### src/rtl/boot_pkg.sv
// Shared definitions for the serial boot loader: framing FSM encoding,
// UART receiver states, sync byte and length-field width.
package boot_pkg;

  localparam int LEN_W = 16;
  localparam logic [7:0] SYNC_BYTE = 8'h55;

  typedef enum logic [2:0] {
    S_SYNC   = 3'd0,
    S_LEN_LO = 3'd1,
    S_LEN_HI = 3'd2,
    S_DATA   = 3'd3,
    S_SUM    = 3'd4,
    S_RUN    = 3'd5
  } boot_state_t;

  typedef enum logic [1:0] {
    R_IDLE  = 2'd0,
    R_START = 2'd1,
    R_DATA  = 2'd2,
    R_STOP  = 2'd3
  } rx_state_t;

endpackage

### src/rtl/uart_rx.sv
// 8N1 UART receiver: 2-FF synchronizer, falling-edge start detect with
// half-bit glitch re-check, centre sampling, one-cycle byte_valid/frame_err.
module uart_rx
  import boot_pkg::*;
#(
  parameter int CLKS_PER_BIT = 16
) (
  input  logic       clock,
  input  logic       reset_n,
  input  logic       rx,
  output logic       byte_valid,
  output logic       frame_err,
  output logic [7:0] byte_data
);

  localparam int CNT_W = $clog2(CLKS_PER_BIT);
  localparam logic [CNT_W-1:0] HALF_C = CNT_W'(CLKS_PER_BIT / 2 - 1);
  localparam logic [CNT_W-1:0] FULL_C = CNT_W'(CLKS_PER_BIT - 1);

  logic [1:0]       sync_r;
  logic             rx_d_r;
  logic             rx_s;
  rx_state_t        state_r;
  rx_state_t        next_s;
  logic [CNT_W-1:0] cnt_r;
  logic [2:0]       bit_idx_r;
  logic [7:0]       shift_r;
  logic             byte_valid_r;
  logic             frame_err_r;
  logic             tick_s;

  assign rx_s       = sync_r[1];
  assign byte_valid = byte_valid_r;
  assign frame_err  = frame_err_r;
  assign byte_data  = shift_r;

  // Input synchronizer plus one delayed copy for edge detection
  always_ff @(posedge clock or negedge reset_n) begin
    if (!reset_n) begin
      sync_r <= 2'b11;
      rx_d_r <= 1'b1;
    end else begin
      sync_r <= {sync_r[0], rx};
      rx_d_r <= sync_r[1];
    end
  end

  // State register
  always_ff @(posedge clock or negedge reset_n) begin
    if (!reset_n) begin
      state_r <= R_IDLE;
    end else begin
      state_r <= next_s;
    end
  end

  // Sample-point decode: half bit in START, full bit in DATA/STOP
  always_comb begin
    tick_s = 1'b0;
    case (state_r)
      R_START:        tick_s = (cnt_r == HALF_C);
      R_DATA, R_STOP: tick_s = (cnt_r == FULL_C);
      default:        tick_s = 1'b0;
    endcase
  end

  // Next-state logic
  always_comb begin
    next_s = state_r;
    case (state_r)
      R_IDLE: begin
        if (rx_d_r && !rx_s) next_s = R_START;
        else                 next_s = R_IDLE;
      end
      R_START: begin
        if (tick_s) next_s = rx_s ? R_IDLE : R_DATA;
        else        next_s = R_START;
      end
      R_DATA: begin
        if (tick_s && (bit_idx_r == 3'd7)) next_s = R_STOP;
        else                               next_s = R_DATA;
      end
      R_STOP: begin
        if (tick_s) next_s = R_IDLE;
        else        next_s = R_STOP;
      end
      default: next_s = R_IDLE;
    endcase
  end

  // Bit timer, shift register and one-cycle result strobes
  always_ff @(posedge clock or negedge reset_n) begin
    if (!reset_n) begin
      cnt_r        <= {CNT_W{1'b0}};
      bit_idx_r    <= 3'd0;
      shift_r      <= 8'd0;
      byte_valid_r <= 1'b0;
      frame_err_r  <= 1'b0;
    end else begin
      cnt_r        <= (state_r == R_IDLE || tick_s) ? {CNT_W{1'b0}} : cnt_r + CNT_W'(1);
      byte_valid_r <= 1'b0;
      frame_err_r  <= 1'b0;
      if (state_r == R_START) bit_idx_r <= 3'd0;
      if (state_r == R_DATA && tick_s) begin
        shift_r   <= {rx_s, shift_r[7:1]};
        bit_idx_r <= bit_idx_r + 3'd1;
      end
      if (state_r == R_STOP && tick_s) begin
        byte_valid_r <= rx_s;
        frame_err_r  <= ~rx_s;
      end
    end
  end

endmodule

### src/rtl/boot_loader.sv
// Serial image loader: parses 55/LEN/payload[/CHK] frames, writes core memory,
// releases core reset on success. Checksum stage enabled by BOOT_LOADER_CHECKSUM_EN.
module boot_loader
  import boot_pkg::*;
#(
  parameter int CLKS_PER_BIT = 16,
  parameter int MEM_BYTES    = 4096,
  parameter int ADDR_W       = 12
) (
  input  logic              clock,
  input  logic              reset_n,
  input  logic              rx,
  output logic              mem_we,
  output logic [ADDR_W-1:0] mem_addr,
  output logic [7:0]        mem_wdata,
  output logic              core_reset_n,
  output logic              busy,
  output logic              err
);

  localparam logic [LEN_W-1:0] MAX_LEN_C = LEN_W'(MEM_BYTES);

  logic              byte_valid_s;
  logic              frame_err_s;
  logic [7:0]        byte_data_s;
  boot_state_t       state_r;
  boot_state_t       next_s;
  logic [7:0]        len_lo_r;
  logic [LEN_W-1:0]  len_r;
  logic [LEN_W-1:0]  len_s;
  logic [LEN_W-1:0]  cnt_r;
`ifdef BOOT_LOADER_CHECKSUM_EN
  logic [7:0]        sum_r;
`endif
  logic              err_set_s;
  logic              err_clr_s;
  logic              rel_s;
  logic              busy_s;
  logic              we_s;
  logic              mem_we_r;
  logic [ADDR_W-1:0] mem_addr_r;
  logic [7:0]        mem_wdata_r;
  logic              core_reset_n_r;
  logic              busy_r;
  logic              err_r;

  assign len_s        = {byte_data_s, len_lo_r};
  assign mem_we       = mem_we_r;
  assign mem_addr     = mem_addr_r;
  assign mem_wdata    = mem_wdata_r;
  assign core_reset_n = core_reset_n_r;
  assign busy         = busy_r;
  assign err          = err_r;

  uart_rx #(.CLKS_PER_BIT(CLKS_PER_BIT)) u_rx (
    .clock      (clock),
    .reset_n    (reset_n),
    .rx         (rx),
    .byte_valid (byte_valid_s),
    .frame_err  (frame_err_s),
    .byte_data  (byte_data_s)
  );

  // State register
  always_ff @(posedge clock or negedge reset_n) begin
    if (!reset_n) begin
      state_r <= S_SYNC;
    end else begin
      state_r <= next_s;
    end
  end

  // Next-state logic with error set/clear requests
  always_comb begin
    next_s    = state_r;
    err_set_s = 1'b0;
    err_clr_s = 1'b0;
    case (state_r)
      S_SYNC: begin
        if (byte_valid_s && (byte_data_s == SYNC_BYTE)) begin
          next_s    = S_LEN_LO;
          err_clr_s = 1'b1;
        end else begin
          next_s = S_SYNC;
        end
      end
      S_LEN_LO: begin
        if (frame_err_s) begin
          next_s    = S_SYNC;
          err_set_s = 1'b1;
        end else if (byte_valid_s) begin
          next_s = S_LEN_HI;
        end else begin
          next_s = S_LEN_LO;
        end
      end
      S_LEN_HI: begin
        if (frame_err_s || (byte_valid_s && (len_s > MAX_LEN_C))) begin
          next_s    = S_SYNC;
          err_set_s = 1'b1;
        end else if (byte_valid_s && (len_s == {LEN_W{1'b0}})) begin
`ifdef BOOT_LOADER_CHECKSUM_EN
          next_s = S_SUM;
`else
          next_s = S_RUN;
`endif
        end else if (byte_valid_s) begin
          next_s = S_DATA;
        end else begin
          next_s = S_LEN_HI;
        end
      end
      S_DATA: begin
        if (frame_err_s) begin
          next_s    = S_SYNC;
          err_set_s = 1'b1;
        end else if (byte_valid_s && (cnt_r == len_r - LEN_W'(1))) begin
`ifdef BOOT_LOADER_CHECKSUM_EN
          next_s = S_SUM;
`else
          next_s = S_RUN;
`endif
        end else begin
          next_s = S_DATA;
        end
      end
`ifdef BOOT_LOADER_CHECKSUM_EN
      S_SUM: begin
        if (frame_err_s || (byte_valid_s && (byte_data_s != sum_r))) begin
          next_s    = S_SYNC;
          err_set_s = 1'b1;
        end else if (byte_valid_s) begin
          next_s = S_RUN;
        end else begin
          next_s = S_SUM;
        end
      end
`endif
      S_RUN:   next_s = S_RUN;
      default: next_s = S_SYNC;
    endcase
  end

  // Output decode: write strobe, core release, busy
  always_comb begin
    we_s = (state_r == S_DATA) && byte_valid_s;
`ifdef BOOT_LOADER_CHECKSUM_EN
    rel_s = (next_s == S_RUN);
`else
    // Release trails the last write by one cycle; an empty image releases directly
    rel_s = (state_r == S_RUN) || ((state_r == S_LEN_HI) && (next_s == S_RUN));
`endif
    busy_s = (next_s == S_LEN_LO) || (next_s == S_LEN_HI) || (next_s == S_DATA) ||
             (next_s == S_SUM) || ((next_s == S_RUN) && !rel_s);
  end

  // Counters, checksum, memory port and status registers
  always_ff @(posedge clock or negedge reset_n) begin
    if (!reset_n) begin
      len_lo_r       <= 8'd0;
      len_r          <= {LEN_W{1'b0}};
      cnt_r          <= {LEN_W{1'b0}};
`ifdef BOOT_LOADER_CHECKSUM_EN
      sum_r          <= 8'd0;
`endif
      mem_we_r       <= 1'b0;
      mem_addr_r     <= {ADDR_W{1'b0}};
      mem_wdata_r    <= 8'd0;
      core_reset_n_r <= 1'b0;
      busy_r         <= 1'b0;
      err_r          <= 1'b0;
    end else begin
      if (err_clr_s) begin
        cnt_r <= {LEN_W{1'b0}};
`ifdef BOOT_LOADER_CHECKSUM_EN
        sum_r <= 8'd0;
`endif
      end
      if (state_r == S_LEN_LO && byte_valid_s) len_lo_r <= byte_data_s;
      if (state_r == S_LEN_HI && byte_valid_s) len_r <= len_s;
      mem_we_r <= we_s;
      if (we_s) begin
        mem_addr_r  <= cnt_r[ADDR_W-1:0];
        mem_wdata_r <= byte_data_s;
        cnt_r       <= cnt_r + LEN_W'(1);
`ifdef BOOT_LOADER_CHECKSUM_EN
        sum_r       <= sum_r + byte_data_s;
`endif
      end
      core_reset_n_r <= rel_s;
      busy_r         <= busy_s;
      if (err_set_s)      err_r <= 1'b1;
      else if (err_clr_s) err_r <= 1'b0;
    end
  end

endmodule
### config.mk
export PLATFORM = sky130hd
export DESIGN_NAME = boot_loader
export DESIGN_NICKNAME = d
export VERILOG_FILES = /design/src/rtl/boot_pkg.sv /design/src/rtl/uart_rx.sv /design/src/rtl/boot_loader.sv
export SDC_FILE = /design/constraint.sdc
export NUM_CORES = 1
export LEC_CHECK = 0
export ABC_AREA = 1
export BUFFER_PORTS_ARGS = -buffer_cell sky130_fd_sc_hd__buf_2
export CAP_MARGIN = 20
export CORE_MARGIN = 5
export CORE_UTILIZATION = 35
export CTS_CLUSTER_DIAMETER = 120
export DETAILED_ROUTE_END_ITERATION = 12
export PLACE_DENSITY = 0.62
export SLEW_MARGIN = 20
export SYNTH_ARGS = -nofsm -noshare
export SYNTH_HDL_FRONTEND = slang
export SYNTH_SLANG_ARGS = --single-unit
### constraint.sdc
create_clock -name clock -period 1.8 [get_ports clock]
set_input_delay 0 -clock clock [delete_from_list [all_inputs] [get_ports clock]]
set_output_delay 0 -clock clock [all_outputs]
set_load 0.02 [all_outputs]
==> impl_metrics.toml <==
[yosys]
synth_seq_area_share = 0.503
avgSynthCellArea_um2 = 8.02
synthFlopType = "dfrtp_1"
synthArstFlopShare = 1.00
synth_seq_cells = 89
syn_inst = 553
syn_nets = 561
synth_edf_count = 0
netlist_area_um2 = 4430
synth_cell_type_count = 41
ys.warnings.count = 0

[timing]
fmax_ghz = 0.528
slew_headroom = 0.619
setup_viol = 1
fin_crit_sh = 1.05
post-route-min-period_ps = 1890
hold_slack_ps = 192
drv_slew = 0
layout_setup_ws_ps = -92.3
worstMarginPinSlew_ps = 571
fin_skew_ps = 13.4
rsz0062_at_grt = "true"
hold_violations = 0

[setup_path]
rr_worst_depth = 14
startpoint = "len_r[3]$_DFFE_PN0P_"
worstSetupPathType = "flop to flop"
crit_fanout = 5
worst_setup_path_end_kind = "flop"
worstSetupStartpointType = "flop"
worstPathRequired_ps = 2040
ff2ff_setup_slack_ps = -90
reg2reg_from = "len_r[3]$_DFFE_PN0P_"
r2r_end = "busy$_DFF_PN0_"
arrival_ps = 2130

[floorplan]
pin_count = 27
dieHeight_um = 123
fp.dieW_um = 123
initial_core_util = 0.354
core_um2 = 12500
die-area_um2 = 15000
num_rows = 41

[clock_network]
h-tree-depth = 3
numCtsBuffers = 9
clock_path_buffers = 2
path_clk_slew_ps = 60
insertion_delay_ps = 360
clkSinkCount = 89
cts_tree = "yes"
cts_root_buf = "clkbuf_16"

[drt]
antenna_left = 0
wirelength_mm = 11.2
wl_per_cell_um = 13.7
vias_per_cell = 4.73
dr.pass1.iters = 5
drc = 0
vias = 3851
drtIter0Drc = 247

[global_routing]
antenna_found_initial = 0
grt_pass1_vias = 3786
grtUsageTotal = 0.162
grt_first_pass_wirelength_mm = 18.7
grt_overflow = 0
grt_max_degree = 42

[cells_and_area]
drive_gt1_frac = 0.240
post-route-util = 0.448
layout_common_cells = "141 x nand2_1, 84 x dfrtp_1, 63 x o21ai_0"
antenna_cells = 0
final_nets = 646
area_delta_synth_final_pct = 26.4
instances_no_fill = 815
final_common_cell = "nand2_1"
stdcell_area_um2 = 5610

[place]
dpl.hpwl_mm = 8.38
dp.cells = 786
placement.io_buffers = 26
place.gp.congestion = 0.994
place_area_um2 = 5080
pre_cts_slack_ps = -231

[power_and_ir_drop]
p_per_area_nw_per_um2 = 690
p_leak_uw = 0.00285
ir_drop_v = 0.000743

[run_status]
status = "finished, violations left"
violations = "negative setup slack"

[min_path]
hold_class = "input pin to async pin"

[run]
cap_violations = 0
-- flip-flops by register name, summed over array words and instances, names as in the netlist, 4 cells and up --
register and cells:
cnt_r 16, mem_wdata 8, mem_addr 12, len_r 16
u_rx.cnt_r 4, len_lo_r 8, u_rx.byte_data 8
-- metrics by stage --
stage	setup TNS (ps)	power, uW
floorplan	0	2070
global placement	-362	2120
detailed placement	-577	2130
CTS	-101	3920
global route	-703	4020
finish	-92.3	3870
-- synth_stat cells, drive strengths merged (8+ instances only) --
| library cell | instances | area share |
|---|---|---|
| clkbuf | 8 | 0.0071 |
| nand2 | 154 | 0.13 |
| a21oi | 9 | 0.010 |
| inv | 55 | 0.047 |
| dfrtp | 86 | 0.49 |
| o21ai | 63 | 0.071 |
| nor3 | 11 | 0.016 |
| xor2 | 12 | 0.024 |
| nand3 | 32 | 0.037 |
| nand4 | 11 | 0.016 |
| nor2 | 73 | 0.072 |
-- final cells by class --
cell class	count	area, um^2
clock buffer	11	243
clock inverter	5	37.5
multi-input combinational	397	2080
tap	172	215
inverter	56	210
sequential	89	2230
fill	1300	6910
timing repair buffer	85	588
-- critical path: stages (launching register included) --
cell and delay, ps:
dfrtp_2 430, buf_6 130, nor2_4 140, nand2_4 100, nand2_2 90, nand2_1 50, nand2_1 70, nand3_1 90
nor3_2 220, buf_4 150, nand3_1 60, nand2_1 80, nand3_1 70, nand2_1 60, nand2_1 40
-- metal layers --
layer	part of all wire	vias up	wire length [um]	global-route usage
li1	-	1970	-	-
met1	0.49	1809	5470	0.216
met2	0.45	60	5060	0.256
met3	0.041	12	457	0.0373
met4	0.016	0	184	0.0644
met5	0	-	0	0
-- repair_timing --
action,4_1_cts,5_1_grt
pin swaps,1,16
resized for setup,6,37
buffers inserted,1,10
cloned,0,0
endpoints found under the setup margin,5,15
hold buffers,2,0
hold endpoints to repair,35,0
-- cell families (layout without fill, tap and decap cells) --
family                   count (synthesis)  in the layout  synth area share
AND/OR/NAND/NOR                        293            293             0.293
flip-flops                              89             89             0.503
AO/OA/AOI/OAI                           85             85             0.103
buffers and inverters                   67            157            0.0584
XOR/XNOR                                13             13            0.0257
adder cells (fa/ha/maj)                  5              5            0.0141
multiplexers                             1              1           0.00226
-- power breakdown --
part	total, uW	internal (uW)	switching [uW]
combinational	71.9	16.6	55.3
clock	1780	980	795
sequential	2020	2010	6.57
-- how the worst max path moves through the flow --
| stage | slack (ps) | depth (start not counted) | endpoint |
|---|---|---|---|
| floorplan | 10 | 13 | busy$_DFF_PN0_ |
| global placement | -210 | 15 | busy$_DFF_PN0_ |
| detailed placement | -230 | 15 | busy$_DFF_PN0_ |
| CTS | -100 | 12 | busy$_DFF_PN0_ |
| global route | -270 | 15 | busy$_DFF_PN0_ |
| finish | -90 | 14 | busy$_DFF_PN0_ |
Power figures use the tool's default switching activity.
